## src/rtl/des_io_pkg.sv

```systemverilog
// des_io_pkg: shared types and width helpers for the DES I/O controller.
// Optional feature macro used by des_io_ctrl: DES_IO_ZEROIZE_EN.
package des_io_pkg;

    // Controller state: load a block, iterate rounds, present the result.
    typedef enum logic [1:0] {
        IDLE  = 2'b00,
        ROUND = 2'b01,
        DONE  = 2'b10
    } state_e;

    localparam int DEFAULT_BLOCK_W = 64;
    localparam int DEFAULT_HALF_W  = DEFAULT_BLOCK_W / 2;

    // Width of one half (left or right) of a block.
    function automatic int half_w(input int block_w);
        return block_w / 2;
    endfunction

endpackage

```

## src/rtl/des_round_counter.sv

```systemverilog
// des_round_counter: round index with synchronous clear and enable, plus a
// terminal-count flag that is high on the last round.
module des_round_counter #(
    parameter int NUM_ROUNDS = 16,
    parameter int CNT_W      = (NUM_ROUNDS > 1) ? $clog2(NUM_ROUNDS) : 1
) (
    input  logic             clk,
    input  logic             rst,
    input  logic             clr,
    input  logic             en,
    output logic [CNT_W-1:0] cnt,
    output logic             tc
);

    logic [CNT_W-1:0] cnt_q;
    logic [CNT_W-1:0] cnt_d;

    // Next count: clear wins over enable.
    always_comb begin
        cnt_d = cnt_q;
        if (clr) begin
            cnt_d = '0;
        end else if (en) begin
            cnt_d = cnt_q + CNT_W'(1);
        end
    end

    // Count register.
    always_ff @(posedge clk) begin
        if (rst) begin
            cnt_q <= '0;
        end else begin
            cnt_q <= cnt_d;
        end
    end

    assign cnt = cnt_q;
    assign tc  = (cnt_q == CNT_W'(NUM_ROUNDS - 1));

endmodule

```

## src/rtl/des_io_ctrl.sv

```systemverilog
// des_io_ctrl: accepts a block over valid/ready, iterates it through the
// external round logic NUM_ROUNDS times, then presents the swapped result.
// Define DES_IO_ZEROIZE_EN to clear the halves on every return to IDLE.
//
// Handshakes: a transfer happens on a rising edge where valid and ready are
// both high. in_ready and out_valid are decoded from the registered state
// only, so neither depends combinationally on in_valid or out_ready.
module des_io_ctrl
    import des_io_pkg::*;
#(
    parameter int BLOCK_W    = 64,
    parameter int NUM_ROUNDS = 16,
    parameter int CNT_W      = (NUM_ROUNDS > 1) ? $clog2(NUM_ROUNDS) : 1
) (
    input  logic                     clk,
    input  logic                     rst,
    input  logic                     abort,
    input  logic                     in_valid,
    output logic                     in_ready,
    input  logic [BLOCK_W-1:0]       ext_in,
    input  logic [BLOCK_W-1:0]       int_in,
    output logic [BLOCK_W/2-1:0]     data_out_left,
    output logic [BLOCK_W/2-1:0]     data_out_right,
    output logic [CNT_W-1:0]         round_idx,
    output logic                     busy,
    output logic                     out_valid,
    input  logic                     out_ready,
    output logic [BLOCK_W-1:0]       ext_out,
    output state_e                   state_dbg
);

    localparam int HALF_W = half_w(BLOCK_W);

    state_e              state_q;
    state_e              state_d;
    logic [HALF_W-1:0]   left_q;
    logic [HALF_W-1:0]   left_d;
    logic [HALF_W-1:0]   right_q;
    logic [HALF_W-1:0]   right_d;
    logic                accept;
    logic                round_tc;
    logic                cnt_clr;
    logic                cnt_en;

    assign accept  = (state_q == IDLE) && in_valid && !abort;
    assign cnt_clr = abort || accept || ((state_q == ROUND) && round_tc);
    assign cnt_en  = (state_q == ROUND) && !abort;

    des_round_counter #(
        .NUM_ROUNDS (NUM_ROUNDS),
        .CNT_W      (CNT_W)
    ) u_round_counter (
        .clk (clk),
        .rst (rst),
        .clr (cnt_clr),
        .en  (cnt_en),
        .cnt (round_idx),
        .tc  (round_tc)
    );

    // State register.
    always_ff @(posedge clk) begin
        if (rst) begin
            state_q <= IDLE;
        end else begin
            state_q <= state_d;
        end
    end

    // Next state: abort overrides both handshakes.
    always_comb begin
        state_d = state_q;
        if (abort) begin
            state_d = IDLE;
        end else begin
            case (state_q)
                IDLE:    if (in_valid) state_d = ROUND;
                ROUND:   if (round_tc) state_d = DONE;
                DONE:    if (out_ready) state_d = IDLE;
                default: state_d = IDLE;
            endcase
        end
    end

    // Outputs decoded from the registered state.
    always_comb begin
        in_ready  = (state_q == IDLE);
        busy      = (state_q == ROUND);
        out_valid = (state_q == DONE);
        state_dbg = state_q;
    end

    // Half registers: load on accept, recapture each round, optional clear.
    always_comb begin
        left_d  = left_q;
        right_d = right_q;
        if (abort) begin
`ifdef DES_IO_ZEROIZE_EN
            left_d  = '0;
            right_d = '0;
`endif
        end else begin
            case (state_q)
                IDLE: begin
                    if (in_valid) begin
                        left_d  = ext_in[BLOCK_W-1 -: HALF_W];
                        right_d = ext_in[HALF_W-1:0];
                    end
                end
                ROUND: begin
                    left_d  = int_in[BLOCK_W-1 -: HALF_W];
                    right_d = int_in[HALF_W-1:0];
                end
                DONE: begin
`ifdef DES_IO_ZEROIZE_EN
                    if (out_ready) begin
                        left_d  = '0;
                        right_d = '0;
                    end
`endif
                end
                default: ;
            endcase
        end
    end

    // Half storage.
    always_ff @(posedge clk) begin
        if (rst) begin
            left_q  <= '0;
            right_q <= '0;
        end else begin
            left_q  <= left_d;
            right_q <= right_d;
        end
    end

    assign data_out_left  = left_q;
    assign data_out_right = right_q;
    assign ext_out        = {right_q, left_q};

endmodule

```

## config.mk

```make
export PLATFORM = sky130hd
export DESIGN_NAME = des_io_ctrl
export DESIGN_NICKNAME = d
export VERILOG_FILES = /design/src/rtl/des_io_pkg.sv /design/src/rtl/des_round_counter.sv /design/src/rtl/des_io_ctrl.sv
export SDC_FILE = /design/constraint.sdc
export NUM_CORES = 1
export LEC_CHECK = 0
export ABC_AREA = 1
export CAP_MARGIN = 20
export CORE_MARGIN = 2
export CORE_UTILIZATION = 35
export CTS_CLUSTER_DIAMETER = 50
export DETAILED_ROUTE_END_ITERATION = 10
export PLACE_DENSITY = 0.77
export SKIP_CTS_REPAIR_TIMING = 1
export SLEW_MARGIN = 25
export SYNTH_ARGS = -nofsm -noshare
export SYNTH_HDL_FRONTEND = slang
export SYNTH_HIERARCHICAL = 1
export SYNTH_SLANG_ARGS = --single-unit
```

## constraint.sdc

```tcl
create_clock -name clk -period 2 [get_ports clk]
set_clock_uncertainty 0.05 [all_clocks]
set_input_delay 0.5 -clock clk [delete_from_list [all_inputs] [get_ports clk]]
set_output_delay 0.5 -clock clk [all_outputs]
set_load 0.03 [all_outputs]
```

==> metrics.md <==
| Metric | Value |
|---|---|
| I/O pins | `270` |
| DP HPWL | `9510 um` |
| Pre-CTS WS | `0.121 ns` |
| DR vias | `4617` |
| Register Area | `1400 um^2` |
| Clock power frac | `0.319` |
| Final WS setup | `-0.0244 ns` |
| Final setup violation count | `1` |
| P&R area growth vs syn | `60.7%` |
| Die area | `13200 um^2` |
| Switching part of the total | `0.320` |
| Global route total overflow | `0` |
| Crit. End Element | `output port` |
| Num CTS Buffers | `9` |
| # Max-Cap Violations | `0` |
| Starting Density | `0.359` |
| Synth top area share | `0.325` |
| Peak supply drop | `0.435 mV` |
| Final Util | `0.576` |
| Slew @ Worst Pin | `0.400 ns` |
| Initial antenna violation count | `0` |
| Core area | `12000 um^2` |
| FMAX | `0.494 GHz` |
| #FFs+latches synth | `70` |
| Hold Fails Final Rpt | `0` |
| EDFF count, synth | `0` |
| First-pass GRT wire length | `20300 um` |
| Antenna Nets Post-Route | `0` |
| Number of inserted diodes | `0` |
| Global Route Usage Sum | `0.192` |
| Kind of critical path | `flop to output port` |
| Share of cells above drive strength 1 | `0.0359` |
| Htree depth | `3` |
| Synth Cell Area | `4310 um^2` |
| Final Cycle Share | `1.01` |
| Die W | `115 um` |
| Drt wl/cell | `12.3 um` |
| Switching power | `1.47 mW` |
| Max Buffers Root-to-Sink | `2` |
| CTS tree | `built` |
| Row Count | `40` |
| Top post-synthesis cells by area | `dfxtp_1, nand2_1, buf_4` |
| Post-synthesis net count | `862` |
| Sequential area share after synthesis | `0.325` |
| DRC | `0` |
| Crit path required time | `1.45 ns` |
| Combinational power share | `0.334` |
| Gpl congestion | `0.789` |
| Arrival time worst endpoint | `1.47 ns` |
| Slew margin rel. | `0.733` |
| Hold Path Class | `flop to flop` |
| Status | `finished, violations left` |
| Fin. max-slew vios | `0` |
| Crit Path Max Fanout | `42` |
| TritonRoute pass-1 iters | `4` |
| Footprint of the multi-input gates | `1930 um^2` |
| R2R cell count | `9` |
| Clock Latency Late Sink | `0.32 ns` |
| Final min period | `2.02 ns` |
| # clock sinks | `70` |
| CTS clk-pin slew, worst paths | `0.05 ns` |
| FFs w/ async S/R, synth | `0` |
| P_int | `3.12 mW` |
| Failing checks | `setup timing` |
| Commonest non-fill, non-tap cells in the layout | `nand2_1, clkdlybuf4s50_1, nor2_1` |
| P_leak | `3.55 nW` |
| Die Ht | `115 um` |
| Largest net degree at the start of global routing | `61` |
| Yosys top cell by area | `dfxtp_1` |
| DRT iter0 DRCs | `243` |
| Ys Warns | `6` |
| Sequential share of power | `0.347` |
| RSZ-0062 raised after global routing | `true` |
| Vias in the first global route | `4207` |
| Clock root cell | `clkbuf_16` |
| Cell count after synthesis | `728` |
| Worst hold path stage count | `1` |
| Most common cell after layout, fill and taps aside | `nand2_1` |
| IO Port Bufs | `269` |
| Vias per cell | `4.34` |
| Cell variety after synth | `16` |
| Primary FF master, synth | `dfxtp_1` |
| Type of origin of the critical path | `flop` |
| Nets | `1048` |
| P per Cell Area | `662 nW/um^2` |
| WL final | `13100 um` |
| Mean post-synth cell area | `5.92 um^2` |
| # fillers | `1155` |
[registers in the layout (all words and copies together) (netlist names)]
name,count
data_out_left,32
data_out_right,32
state_dbg,2
u_round_counter/cnt,4
[power by group through the flow]
stage | clock network (mW) | registers [mW] | logic (mW)
2_1_floorplan | 0 | 1.80 | 0.749
4_1_cts | 1.50 | 1.59 | 1.54
5_1_grt | 1.57 | 1.61 | 1.66
3_3_place_gp | 0 | 1.62 | 1.53
3_5_place_dp | 0 | 1.62 | 1.54
6_report | 1.46 | 1.59 | 1.53
[layer usage]
metal  part of all wire  GRT usage
met3              0.066     0.0358
met4              0.012     0.0570
met1               0.45      0.241
met2               0.48      0.336
met5                  0          0
[cell families after synthesis]
family | after synthesis | synth area share
flops | 70 | 0.325
simple gates | 473 | 0.434
buf+inv | 177 | 0.230
fa+ha+maj | 1 | 0.00290
compound gates | 7 | 0.00813
[critical path, stage by stage, from the launching register on]
cell	delay (ns)
dfxtp_1	0.34
inv_2	0.07
buf_6	0.30
nand2_2	0.17
inv_1	0.11
buf_4	0.16
[cell usage after synthesis, types with 2 or more instances]
cell      number
nand2_1      268
nor2_1       135
buf_4         82
dfxtp_1       70
inv_1         70
nand3_1       66
buf_2         15
a21oi_1        5
buf_1          5
clkbuf_1       4
nor2_2         2
o21ai_0        2
[final timing paths]
path	start	end	slack, ns
max	state_dbg[1]	busy	-0.02
min	u_round_counter/cnt[0]	u_round_counter/cnt[0]	0.47
max reg2reg	state_dbg[1]	u_round_counter/cnt[1]	0.33
min reg2reg	u_round_counter/cnt[0]	u_round_counter/cnt[0]	0.47
[final cells by class]
class | count | share of cell area
timing repair buffer | 281 | 0.415
multi-input combinational | 481 | 0.278
sequential | 70 | 0.203
inverter | 71 | 0.0385
clock buffer | 14 | 0.0381
tap | 147 | 0.0266
clock inverter | 1 | 0.000723
[metrics by stage]
step                hold slack, ns  total power, mW  std cells  cell area [um^2]  TNS (ns)
finish                       0.467             4.59       1065              6920   -0.0244
global route                 0.507             4.84       1065              6920    -0.185
CTS                          0.471             4.64       1065              6880    -0.433
detailed placement           0.441             3.16       1050              6610         0
global placement             0.429             3.15       1050              6610         0
floorplan                    0.551             2.55        728              4310         0
(Power assumes the default switching activity.)
